==> src/rtl/conv_mac_sequencer.sv <==
// Sequencer for a single MAC computing a valid-mode KxK convolution over an NxN image.
// Issues X/W read addresses, drives MAC init/accumulate controls and streams results out.
module conv_mac_sequencer #(
    parameter int INW  = 16,
    parameter int OUTW = 64,
    parameter int N    = 8,
    parameter int K    = 3,
    localparam int XAW = (N * N > 1) ? $clog2(N * N) : 1,
    localparam int WAW = (K * K > 1) ? $clog2(K * K) : 1
) (
    input  logic                   clk,
    input  logic                   reset,
    input  logic                   start,
    input  logic signed [INW-1:0]  bias,
    output logic                   busy,
    output logic                   done,
    output logic [XAW-1:0]         x_addr,
    input  logic signed [INW-1:0]  x_data,
    output logic [WAW-1:0]         w_addr,
    input  logic signed [INW-1:0]  w_data,
    output logic signed [INW-1:0]  mac_in0,
    output logic signed [INW-1:0]  mac_in1,
    output logic signed [INW-1:0]  mac_init_value,
    output logic                   mac_init_acc,
    output logic                   mac_input_valid,
    input  logic signed [OUTW-1:0] mac_out,
    output logic signed [OUTW-1:0] out_data,
    output logic                   out_valid,
    input  logic                   out_ready
);

    localparam int DW = (N > 1) ? $clog2(N) : 1;

    localparam logic [1:0] S_IDLE  = 2'd0;
    localparam logic [1:0] S_LOAD  = 2'd1;
    localparam logic [1:0] S_DRAIN = 2'd2;
    localparam logic [1:0] S_OUT   = 2'd3;

    localparam logic [DW-1:0] M_LAST = DW'(N - K);
    localparam logic [DW-1:0] K_LAST = DW'(K - 1);

    logic [1:0]    state;
    logic [DW-1:0] r, c, i, j;
    logic          tap_q;
    logic          done_q;
    logic          last_tap;
    logic          last_pos;

    assign last_tap = (i == K_LAST) && (j == K_LAST);
    assign last_pos = (r == M_LAST) && (c == M_LAST);

    always_ff @(posedge clk or posedge reset) begin
        if (reset) begin
            state  <= S_IDLE;
            r      <= '0;
            c      <= '0;
            i      <= '0;
            j      <= '0;
            tap_q  <= 1'b0;
            done_q <= 1'b0;
        end else begin
            // NOTE: registered tap flag lines the accumulate enable up with the 1-cycle memory read.
            tap_q  <= (state == S_LOAD);
            done_q <= 1'b0;
            case (state)
                S_IDLE: begin
                    if (start) state <= S_LOAD;
                end
                S_LOAD: begin
                    if (last_tap) begin
                        i     <= '0;
                        j     <= '0;
                        state <= S_DRAIN;
                    end else if (j == K_LAST) begin
                        j <= '0;
                        i <= i + DW'(1);
                    end else begin
                        j <= j + DW'(1);
                    end
                end
                S_DRAIN: state <= S_OUT;
                S_OUT: begin
                    if (out_ready) begin
                        if (last_pos) begin
                            r      <= '0;
                            c      <= '0;
                            state  <= S_IDLE;
                            done_q <= 1'b1;
                        end else begin
                            state <= S_LOAD;
                            if (c == M_LAST) begin
                                c <= '0;
                                r <= r + DW'(1);
                            end else begin
                                c <= c + DW'(1);
                            end
                        end
                    end
                end
                default: state <= S_IDLE;
            endcase
        end
    end

    // Addresses are only driven during LOAD so the memories see no activity while stalled.
    assign x_addr = (state == S_LOAD)
                  ? XAW'((XAW'(r) + XAW'(i)) * XAW'(N) + XAW'(c) + XAW'(j))
                  : '0;
    assign w_addr = (state == S_LOAD) ? WAW'(WAW'(i) * WAW'(K) + WAW'(j)) : '0;

    assign mac_init_acc    = (state == S_LOAD) && (i == '0) && (j == '0);
    assign mac_input_valid = tap_q;
    assign mac_in0         = x_data;
    assign mac_in1         = w_data;
    assign mac_init_value  = bias;

    assign busy      = (state != S_IDLE);
    assign done      = done_q;
    assign out_valid = (state == S_OUT);
    assign out_data  = mac_out;

endmodule

==> config.mk <==
export PLATFORM = sky130hd
export DESIGN_NAME = conv_mac_sequencer
export DESIGN_NICKNAME = d
export VERILOG_FILES = /design/src/rtl/conv_mac_sequencer.sv
export SDC_FILE = /design/constraint.sdc
export NUM_CORES = 1
export LEC_CHECK = 0
export ABC_AREA = 0
export BUFFER_PORTS_ARGS = -buffer_cell sky130_fd_sc_hd__buf_2
export CAP_MARGIN = 0
export CELL_PAD_IN_SITES_DETAIL_PLACEMENT = 0
export CELL_PAD_IN_SITES_GLOBAL_PLACEMENT = 1
export CORE_MARGIN = 4
export CORE_UTILIZATION = 23
export DETAILED_ROUTE_END_ITERATION = 7
export PLACE_DENSITY_LB_ADDON = 0.2
export SYNTH_ARGS = -nofsm -noshare
export SYNTH_HDL_FRONTEND = slang
export SYNTH_SLANG_ARGS = --single-unit
==> constraint.sdc <==
create_clock -name clk -period 3.3 [get_ports clk]
set_clock_uncertainty 0.05 [all_clocks]
set_input_delay 0.495 -clock clk [delete_from_list [all_inputs] [get_ports clk]]
set_output_delay 0.495 -clock clk [all_outputs]
set_load 0.005 [all_outputs]
# --- After elaboration in Yosys (flattened, before gate mapping) ---
# Index checks and enable logic that the tools add are counted.
totals:
  reg_bits: 16
  in_bits: 116
  output_inout_bits: 127
  word_cells: 58
op_classes:
  add_sub_neg: 8
  mul: 1
  eq_ne: 10
  mux: 18
  reduce_logical: 14
op_table:
  columns: ["cell", "count"]
  rows:
  - ["$mux W3", 8]
  - ["$add A3 B1 Y3 const B", 4]
  - ["$add A6 B3 Y6", 2]
  - ["$pmux W2 S4", 1]
  - ["$eq A3 B2 Y1 const B", 2]
  - ["$eq A3 B3 Y1 const B", 2]
  - ["$logic_not A3 Y1", 2]
  - ["$mux W2", 3]
  - ["$mux W6", 1]
  - ["$reduce_and A3 Y1", 2]
  - ["$reduce_bool A2 Y1", 3]
  - ["$add A4 B3 Y4", 1]
  - ["$eq A2 B2 Y1 const B", 2]
  - ["$logic_and A1 B1 Y1", 4]
  - ["$mul A3 B2 Y4 const B", 1]
  - ["$mux W1", 4]
  - ["$mux W4", 1]
  - ["$ne A2 B2 Y1 const B", 2]
  - ["$reduce_and A2 Y1", 2]
  - ["$add A3 B3 Y3", 1]
  - ["$eq A2 B1 Y1 const B", 1]
  - ["$logic_not A2 Y1", 1]
  - ["$ne A2 B1 Y1 const B", 1]

# --- Logic depth before layout (Yosys ltp) ---
logic_depth:
  depth_word: 5
  depth_mapped: 7
  mapped_depth_nobuf: 7

# --- Worst setup path after synthesis ---
# Ideal clock, no wire load.
synth_path:
  kind: "register -> output"
  from: "register j[1]"
  to: "output port w_addr[3]"
  arrival_ns: 1.781
  required_ns: 2.755
  slack_ns: 0.974
  path_stages_with_launch: 7
  n_path_buf: 0
  cell_sequence: "dfrtp_1 > fa_1 > ha_1 > inv_1 > fa_1 > xnor2_1 > and2_1"
synth_between:
  elab_chain_cells: 2
synth_rtl:
  columns: ["element", "line_no", "rtl"]
  rows:
  - ["from (decl)", "43", "logic [DW-1:0] r, c, i, j;"]
  - ["from (signal assigned)", "78", "j <= j + DW'(1);"]
  - ["$add A4 B3 Y4", "109", "assign w_addr = (state == S_LOAD) ? WAW'(WAW'(i) * WAW'(K) + WAW'(j)) : '0;"]
  - ["$mux W4", "109", null]
  - ["to (decl)", "19", "output logic [WAW-1:0] w_addr,"]
# Every way passes these cells.

# --- Worst setup path after layout ---
# Ends and elaborated chain as after synthesis.

==> flow_metrics.tcl <==
set metrics [dict create \
    status "completed" \
    grt_max_degree 18 \
    min_period_ps 2790 \
    cts.sinks 16 \
    cp_max_fo 7 \
    gr-usage-met3 0.0241 \
    synth-seq-cells 16 \
    finalSetupViolCount 0 \
    wl_per_cell_um 13.6 \
    crit_slowest_cell "fa_1" \
    slew_violations 0 \
    tightest_slew_ps 716 \
    cp_common_cell "fa_1" \
    leakage_uw 0.000707 \
    r2r_start "state[1]" \
    numCtsBuffers 3 \
    vias 974 \
    cts_resized 0 \
    regToRegSetupSlack_ps 1220 \
    cp-start-kind "register" \
    yosysSeqAreaShare 0.191 \
    vdd_ir_drop_max_mv 0.204 \
    cts_setup_buffers 0 \
    clkLatencyLatePin_ps 250 \
    hold_violations 0 \
    dp_hpwl_um 2730 \
    crit_path_end_kind "output port" \
    synth_area_um2 2090 \
    use_met1 0.0865 \
    synth.top_cells.by_area "buf_4 (40%), dfrtp_1 (19%), ha_1 (9.0%)" \
    drt-total-wl_um 3440 \
    port_buffers 18 \
    slew-limit-headroom 0.522 \
    io_pins 243 \
    cts_tree "built" \
    viasPerCell 3.85 \
    first_iter_violations 31 \
    fill_cells 978 \
    final_nets 283 \
    synth.distinct_cells 30 \
    grt_pass1_vias 993 \
    drc 0 \
    worst-endpoint-required_ps 2750 \
    grt_pass1_wl_um 5470 \
    path_cells "fa_1 -> ha_1 -> inv_1 -> fa_1 -> xnor2_1 -> and2_1 -> buf_2" \
    cap_violations 0 \
    gr-usage-all-layers 0.0680 \
    synth_top_cell_area_share 0.402 \
    r2r_end "i[2]" \
    power.density_nw_per_um2 922 \
    grt_overflow 0 \
    layout-drive-gt1-share 0.179 \
    place_congestion 0.655 \
    clockBufferDepth 2 \
    max_freq_mhz 359 \
    worstHoldPathType "in -> async" \
    yosys_warnings 0 \
    cts.reportedPaths.clkPinSlew_ps 70 \
    met2_usage 0.0936 \
    post-synth-top-area-cell "buf_4" \
    fp.dieH_um 103 \
    synth.net_count 373 \
    crit_cells 7 \
    tns_ps 0 \
    drt_pre_antenna_iters 4 \
    crit_arrival_ps 2240 \
    path_class "reg -> out" \
    crit_path_end "w_addr[3]" \
    area_delta_synth_final_pct -27.6 \
    postRouteAntennaNets 0 \
    timing.final.crit_share 0.845 \
    die_area_um2 10700 \
    start_util 0.238 \
    antenna_cells 0 \
    crit_path_start "j[1]" \
    seqCellArea_um2 400 \
    top_usage_layer "met2" \
    num_rows 34 \
    final_util 0.172 \
    core_um2 8810 \
    cts_hold_buf 0 \
    syn_inst 237 \
    crit_family "adder cells" \
    h-tree-depth 1 \
    antenna_found_initial 0 \
    die_w_um 103 \
    reg2reg_depth 6 \
    multiInputGateArea_um2 798 \
    slowest_delay_ps 540 \
    rsz0062_at_grt "false" \
    worst-path-buf-inv 2 \
    avgSynthCellArea_um2 8.83 \
    cts_root_buf "clkbuf_8" \
]
-- synthesized netlist by cell type (all sizes together) --
library cell and instances:
clkbuf 1, buf 112, a2111oi 1, and2 9
nor3b 2, ha 15, a32oi 1, nor3 2
dfrtp 16, o21ai 9, nand4bb 1, mux2 1
nand3 2, a21oi 3, fa 5, a21o 5
xnor2 7, mux2i 2, xor2 2, nor2b 4
inv 13, and3 1, nor4 1, and2b 1
nor2 4, nand2b 6, or3 1, nand2 10
-- routing by layer --
layer | vias to the layer above | routed length [um]
met3 | 30 | 317
li1 | 452 | -
met5 | - | 0
met2 | 53 | 1460
met4 | 0 | 161
met1 | 439 | 1500
-- cell families after synthesis --
group / count (synthesis) / share of synthesized area
AO/OA/AOI/OAI: 19 / 0.0640
XOR/XNOR: 9 / 0.0377
adder cells (fa/ha/maj): 20 / 0.138
buffers and inverters: 126 / 0.427
flip-flops: 16 / 0.191
multiplexers: 3 / 0.0150
AND/OR/NAND/NOR: 44 / 0.127
-- layout by cell type, fill, tap and decap left out --
| cell | synthesis | routed |
|---|---|---|
| or3_1 | 1 | 1 |
| nand2_1 | 10 | 10 |
| nor4_1 | 1 | 1 |
| buf_2 | 0 | 18 |
| clkbuf_8 | 0 | 3 |
| a32oi_1 | 1 | 1 |
| a2111oi_4 | 1 | 1 |
| xnor2_1 | 7 | 7 |
| and2_1 | 9 | 9 |
| o21ai_0 | 8 | 8 |
| nand4bb_4 | 1 | 1 |
| nand2b_1 | 6 | 6 |
| o21ai_1 | 1 | 1 |
| nor3_2 | 1 | 1 |
| inv_1 | 13 | 13 |
| and2b_2 | 1 | 1 |
| mux2_2 | 1 | 1 |
| nor2_1 | 4 | 4 |
| fa_1 | 5 | 5 |
| xor2_1 | 2 | 2 |
| nor3b_1 | 2 | 2 |
| nor2b_1 | 4 | 4 |
| mux2i_1 | 2 | 2 |
| nand3_1 | 2 | 2 |
| and3_1 | 1 | 1 |
| nor3_1 | 1 | 1 |
| ha_1 | 15 | 15 |
| a21oi_1 | 3 | 3 |
| a21o_1 | 5 | 5 |
| dfrtp_1 | 16 | 16 |
-- layout make-up --
type | count | share of cell area
multi-input cells | 95 | 0.527
flip-flops and latches | 16 | 0.264
well taps | 108 | 0.0893
repair buffers | 18 | 0.0595
inverters | 13 | 0.0322
clock buffers | 3 | 0.0273
-- stage by stage --
| stage | instances | total power [uW] | hold WS, ps | setup slack (ps) | instance area (um2) |
|---|---|---|---|---|---|
| 2_1_floorplan | 237 | 1100 | 359 | 974 | 2090 |
| 3_3_place_gp | 250 | 1290 | 449 | 777 | 1470 |
| 3_5_place_dp | 250 | 1270 | 463 | 761 | 1470 |
| 4_1_cts | 253 | 1440 | 341 | 477 | 1510 |
| 5_1_grt | 253 | 1590 | 373 | 365 | 1510 |
| 6_report | 253 | 1400 | 304 | 513 | 1510 |
-- flip-flops by register name, summed over array words and instances (netlist names) --
name             cells
j                    3
c                    3
r                    3
state                2
done                 1
mac_input_valid      1
i                    3
-- power breakdown --
group	internal, uW	switching, uW	total, uW
clock	81.0	70.3	151
combinational	420	423	843
sequential	274	128	402
-- worst min path at each step --
stage	from	endpoint	slack [ps]	depth (start not counted)
final	reset	done	300	2
after global routing	reset	mac_input_valid	370	2
after CTS	reset	j[0]	340	2
after detailed placement	r[1]	r[1]	460	1
after global placement	r[1]	r[1]	450	1
after floorplan	reset	c[0]	360	1
(Power assumes the default switching activity.)
